[src/rtl/regfile_pkg.sv]
// Shared constants and types for the CPU register file storage stage.
package regfile_pkg;
  localparam int REG_WIDTH    = 32;
  localparam int REG_COUNT    = 32;
  localparam int REG_ADDR_W   = 5;
  localparam int ZERO_REG_IDX = 31;

  typedef logic [REG_ADDR_W-1:0] reg_idx_t;
  typedef logic [REG_WIDTH-1:0]  reg_word_t;
endpackage

[src/rtl/reg_en_dff.sv]
// WIDTH-bit enable flop with active-low asynchronous clear; one per architectural register.
module reg_en_dff #(
  parameter int WIDTH = 32
) (
  input  logic             clk,
  input  logic             rst_n,
  input  logic             en,
  input  logic [WIDTH-1:0] d,
  output logic [WIDTH-1:0] q
);

  always_ff @(posedge clk or negedge rst_n) begin
    if (!rst_n)  q <= '0;
    else if (en) q <= d;
  end

endmodule

[src/rtl/regfile_write_bank.sv]
// Register file storage and write port: one-hot write decode, per-register enable flops, ack and write counter.
// Optional macro REGFILE_ZERO_REG_EN hardwires register NUM_REGS-1 to zero and drops writes to it.
module regfile_write_bank
  import regfile_pkg::*;
#(
  parameter int WIDTH    = REG_WIDTH,
  parameter int NUM_REGS = REG_COUNT,
  parameter int ADDR_W   = REG_ADDR_W
) (
  input  logic                      clk,
  input  logic                      reset,
  input  logic                      RegWrite,
  input  logic [ADDR_W-1:0]         WriteRegister,
  input  logic [WIDTH-1:0]          WriteData,
  output logic [NUM_REGS*WIDTH-1:0] regs,
  output logic                      wr_ack,
  output logic [15:0]               wr_count
);

  logic [NUM_REGS-1:0] dec;
  logic                accepted;

  for (genvar k = 0; k < NUM_REGS; k++) begin : g_reg
`ifdef REGFILE_ZERO_REG_EN
    if (k == NUM_REGS-1) begin : g_zero
      // Zero register: no storage, and its decode bit stays low so writes are not acknowledged.
      assign dec[k] = 1'b0;
      assign regs[k*WIDTH +: WIDTH] = '0;
    end else begin : g_store
      assign dec[k] = RegWrite && (WriteRegister == ADDR_W'(k));
      reg_en_dff #(.WIDTH(WIDTH)) u_dff (
        .clk   (clk),
        .rst_n (reset),
        .en    (dec[k]),
        .d     (WriteData),
        .q     (regs[k*WIDTH +: WIDTH])
      );
    end
`else
    assign dec[k] = RegWrite && (WriteRegister == ADDR_W'(k));
    reg_en_dff #(.WIDTH(WIDTH)) u_dff (
      .clk   (clk),
      .rst_n (reset),
      .en    (dec[k]),
      .d     (WriteData),
      .q     (regs[k*WIDTH +: WIDTH])
    );
`endif
  end

  assign accepted = |dec;

  always_ff @(posedge clk or negedge reset) begin
    if (!reset) begin
      wr_ack   <= 1'b0;
      wr_count <= '0;
    end else begin
      wr_ack <= accepted;
      if (accepted) wr_count <= wr_count + 16'd1;
    end
  end

endmodule

[config.mk]
export PLATFORM = sky130hd
export DESIGN_NAME = regfile_write_bank
export DESIGN_NICKNAME = d
export VERILOG_FILES = /design/src/rtl/regfile_pkg.sv /design/src/rtl/reg_en_dff.sv /design/src/rtl/regfile_write_bank.sv
export SDC_FILE = /design/constraint.sdc
export NUM_CORES = 1
export LEC_CHECK = 0
export CAP_MARGIN = 20
export CORE_AREA = 2 2 427 429
export CTS_CLUSTER_DIAMETER = 100
export DETAILED_ROUTE_END_ITERATION = 10
export DIE_AREA = 0 0 429 431
export HOLD_SLACK_MARGIN = 0.06
export PLACE_DENSITY_LB_ADDON = 0.3
export SLEW_MARGIN = 20
export SYNTH_ARGS = -nofsm -noshare
export SYNTH_HDL_FRONTEND = slang
export SYNTH_SLANG_ARGS = --single-unit
export TNS_END_PERCENT = 100
[constraint.sdc]
create_clock -name clk -period 2.15 [get_ports clk]
set_clock_uncertainty 0.15 [all_clocks]
set_input_delay 0.43 -clock clk [delete_from_list [all_inputs] [get_ports clk]]
set_output_delay 0.43 -clock clk [all_outputs]
set_load 0.02 [all_outputs]
Yosys cells after proc, flatten, opt, wreduce, memory -nomap -nowiden --
Index checks and enable logic that the tools add are counted.
Operators by class: add/sub/neg operators 1, eq/ne operators 31, reduce and logical (&&, ||, !) cells 34
Operators by type and width (count):
- $eq 5x5->1 const B | 16
- $eq 5x4->1 const B | 8
- $logic_and 1x1->1 | 32
- $reduce_or 32->1 | 1
- $eq 5x3->1 const B | 4
- $add 16x1->16 const B | 1
- $eq 5x2->1 const B | 2
- $eq 5x1->1 const B | 1
- $logic_not 5->1 | 1
Word-level totals: register bits 1041, output and inout bits 1041

Logic depth before layout (Yosys ltp) --
depth in word-level cells 3, depth in mapped cells 6, depth with buffers taken out 5

Modules after synthesis --
From an unflattened synthesis, not the netlist that was laid out.
Unflattened totals: cells, all modules 2291, area, all modules 44018.5 um^2
By module, submodules not included:
- reg_en_dff | instances 32, cells each 68, area each 1345.0 um^2
- regfile_write_bank | instances 1, cells each 115, area each 977.2 um^2

Worst setup path after synthesis --
No wires, ideal clock.
path type in2reg, start point input port WriteRegister[4], end point register g_reg[3].u_dff.q[29], data arrival time 1.787 ns, data required time 1.872 ns, setup slack 0.085 ns, stages on the path 6, path buffers 2, path through nand2b_2 > or2_1 > or3_1 > buf_2 > buf_6 > mux2_1
Between the ends: cells in the longest elaborated chain, start to end 2
RTL lines:
- start: declaration | RTL line regfile_write_bank.sv:13 | input logic [ADDR_W-1:0] WriteRegister,
- $eq 5x2->1 | RTL line regfile_write_bank.sv:40 | assign dec[k] = RegWrite && (WriteRegister == ADDR_W'(k));
- $logic_and 1x1->1 | RTL line regfile_write_bank.sv:40
- end signal: assignment | RTL line reg_en_dff.sv:13 | if (!rst_n) q <= '0;
- end signal: assignment | RTL line reg_en_dff.sv:14 | else if (en) q <= d;
- end: declaration | RTL line reg_en_dff.sv:9 | output logic [WIDTH-1:0] q
No other way between the ends. A chain may end at the register's enable or synchronous reset.

Worst setup path after layout --
start point register g_reg[1].u_dff.q[20], end point output port regs[52]
RTL lines:
- start: declaration | RTL line reg_en_dff.sv:9
- start signal: assignment | RTL line reg_en_dff.sv:13
- start signal: assignment | RTL line reg_en_dff.sv:14
- end: declaration | RTL line regfile_write_bank.sv:15 | output logic [NUM_REGS*WIDTH-1:0] regs,
No word-level cell between the ends.

==> key figures <==
Worst setup path
  • CP max stage delay: between 300 and 400 ps
  • Critical path buffer and inverter count: 1
  • Slowest library cell on the worst path: dfrtp_1
  • Critical path class: flop to output pin
  • Crit-path leading delay family: flip-flops
  • Worst-path fanout max: 2
  • CP required: 1570 ps
  • CP endpoint kind: output pin
  • Worst path cell trace: clkdlybuf4s15_2
  • Critical path launch point type: flop
  • Worst Path Arrival: about 1500 ps

Detailed routing
  • Routed len/inst: 26.49 microns
  • 1st-pass router iterations: 4
  • Antenna viol nets, final: 0
  • Final WL: ~160000 microns
  • Via count: 25220
  • Vias/cell: 4.169
  • # DRC: 0
  • Initial DRC count: 1024

Timing
  • F_max: 482.5 MHz
  • Slew margin rel.: 28.95%
  • Final worst slack: 77.46 ps
  • RSZ-0062 raised after global routing: no
  • Tcrit/Tclk final: 96.40%
  • Final Hold Vio Count: 0
  • WHS: approximately 150 ps
  • Fin. max-slew vios: 0
  • Tightest Pin Transition: about 1100 ps
  • Endpoints failing setup: 0
  • Period minus WS final: 2073 ps

Clocking
  • CTS tree: built
  • Root Driver: clkbuf_16
  • CTS Buf Count: between 100 and 150
  • Clock Latency Late Sink: approximately 740 ps
  • Clock-pin slew on the worst setup and hold paths: 60 ps
  • CTS HTree Levels: 3
  • CTS max path bufs: 3
  • Clock sink count: 1041

Place
  • Gpl congestion: 0.7623
  • IO Port Bufs: 1080
  • Hpwl dp: between 100000 and 150000 microns
  • Pre-CTS WS: -692.5 ps

Pwr
  • Pleak: 27.43 nW
  • VDD IR max: 0.0007029 V
  • PwrDens: around 1100 nW/um^2

Run status
  • Status: finished, final reports clean

Floorplan
  • Die area: 184900 sq um
  • Core ar.: approximately 180000 sq um
  • Num ports: ~1100
  • Die width: between 400 and 500 microns
  • Initial Utilization: 21.62%
  • Die Height: 431 microns
  • Rows: approximately 160

Yosys
  • Sequential area share after synthesis: between 60% and 70%
  • Post-Syn Area: 38950 sq um
  • #FFs+latches synth: 1041
  • Post-synth top area cell: dfrtp_1
  • Post-Syn Instances: 2356
  • Post-synth top area share: 66.87%
  • Syn avg cell area: 16.53 sq um
  • Yosys synthesis warning count: 0
  • Top post-synthesis cells by area: dfrtp_1 67%, mux2_2 29%, clkbuf_1 1.0%
  • Synth unique cells: 23
  • Post-synth net total: roughly 2400

Hold path
  • Min-delay worst type: primary input to flop

Layout
  • Layout Utilization: 32.49%
  • Fill cells: 18030
  • NumNets Final: 3622
  • Layout cells sized above 1: between 40 and 50%
  • Area grow syn2layout: 50.25%

Global routing
  • Initial antenna violation count: 7
  • First-pass GRT wire length: 220500 microns
  • Largest net degree at the start of global routing: 62
  • Total GRT Usage: between 10% and 20%
  • Vias in the first global route: 26330
  • GR Overflow Total: 0

Job
  • Max_cap viols: 0
==> timing repair <==
| item | 4_1_cts | 5_1_grt |
|---|---|---|
| cloned | 0 | 0 |
| buffers inserted | 2 | 0 |
| hold buffers | 11 | 0 |
| resized for setup | 1981 | 13 |
| setup endpoints to repair | 1041 | 16 |
| endpoints found under the hold margin | 719 | 0 |
==> synth_stat cells <==
master and n:
xor2_1 6, and3_1 1, mux2_2 1011, buf_1 30, nand2b_1 4, buf_6 3
nand3_1 8, nand2_1 20, nor4_2 2, and4_1 1, or2_1 1, nor2b_1 4
dfrtp_1 1041, nor3_1 9, ha_1 1, xnor2_1 9, buf_2 58, or3_1 1
nand4_1 7, nor2_1 16, mux2_1 14, nand2b_2 1, clkbuf_1 108
==> cell families (layout without fill, tap and decap cells) <==
family	count (synthesis)	after routing	synth area share (%)
XOR/XNOR	15	15	0.3373
adder cells (fa/ha/maj)	1	1	0.03212
buffers and inverters	199	1520	2.162
flip-flops	1041	1041	66.87
multiplexers	1025	1025	29.63
other	0	3	0
AND/OR/NAND/NOR	75	75	0.9636
==> worst paths after layout <==
kind,start,cells past startpoint,endpoint,slack [ps]
min reg2reg,wr_count[15],1,wr_count[15],320
min in group asynchronous,reset,3,g_reg[7].u_dff.q[10],610
min,WriteData[20],3,g_reg[23].u_dff.q[20],150
max reg2reg,wr_count[0],6,wr_count[12],580
max,g_reg[1].u_dff.q[20],1,regs[52],80
max in group asynchronous,reset,4,g_reg[4].u_dff.q[10],210
==> through the flow <==
step	setup TNS, ps	std cells	area [sq um]	power (W)
3_3_place_gp	-491350	5817	54770	0.04518
5_1_grt	0	6050	58530	0.06556
2_1_floorplan	0	2356	38950	0.03399
6_report	0	6050	58530	0.06291
3_5_place_dp	-474910	5817	54770	0.04540
4_1_cts	-26.58	6047	58570	0.06389
==> state kept, by name, summed over array words and instances, names as in the netlist <==
register,cells
wr_count,16
g.u_dff.q,1024
wr_ack,1
==> power breakdown <==
| part | switching, W | total [W] | internal (W) |
|---|---|---|---|
| Clock | 0.00840 | 0.0201 | 0.0117 |
| Combinational | 0.0100 | 0.0173 | 0.00734 |
| Sequential | 0.00200 | 0.0254 | 0.0234 |
| Total | 0.0204 | 0.0629 | 0.0425 |
==> final cells by class <==
cell class / count / area (sq um) / area share, %
sequential: 1041 / 26060 / 44.52
timing repair buffer: 1303 / 13420 / 22.93
multi-input combinational: 1116 / 12230 / 20.90
clock buffer: 186 / 3542 / 6.052
tap: 2370 / 2965 / 5.067
clock inverter: 31 / 307.8 / 0.5259
antenna: 3 / 7.507 / 0.01283
==> cells in the final DEF (no fill, tap or decap), drive strengths merged, types with 3 or more instances in the layout <==
cell | synthesis | layout
dlygate4sd2 | 0 | 412
inv | 0 | 6
nand2 | 20 | 20
clkinv | 0 | 19
nor2 | 16 | 16
diode | 0 | 3
nor3 | 9 | 9
nand4 | 7 | 7
dfrtp | 1041 | 1041
bufinv | 0 | 4
buf | 91 | 235
nand3 | 8 | 8
nand2b | 5 | 5
clkdlybuf4s50 | 0 | 22
clkdlybuf4s15 | 0 | 612
clkbuf | 108 | 197
xnor2 | 9 | 9
mux2 | 1025 | 1025
xor2 | 6 | 6
nor2b | 4 | 4
dlygate4sd3 | 0 | 11
==> layer usage <==
layer / track usage (%) / vias up / share of wire, %
met2: 30.80 / 721 / 53
met5: 0 / - / 0
li1: - / 10730 / -
met4: 7.281 / 0 / 4.2
met3: 4.279 / 238 / 5.4
met1: 18.72 / 13540 / 38
No activity file was read; power rests on OpenSTA's default activity.
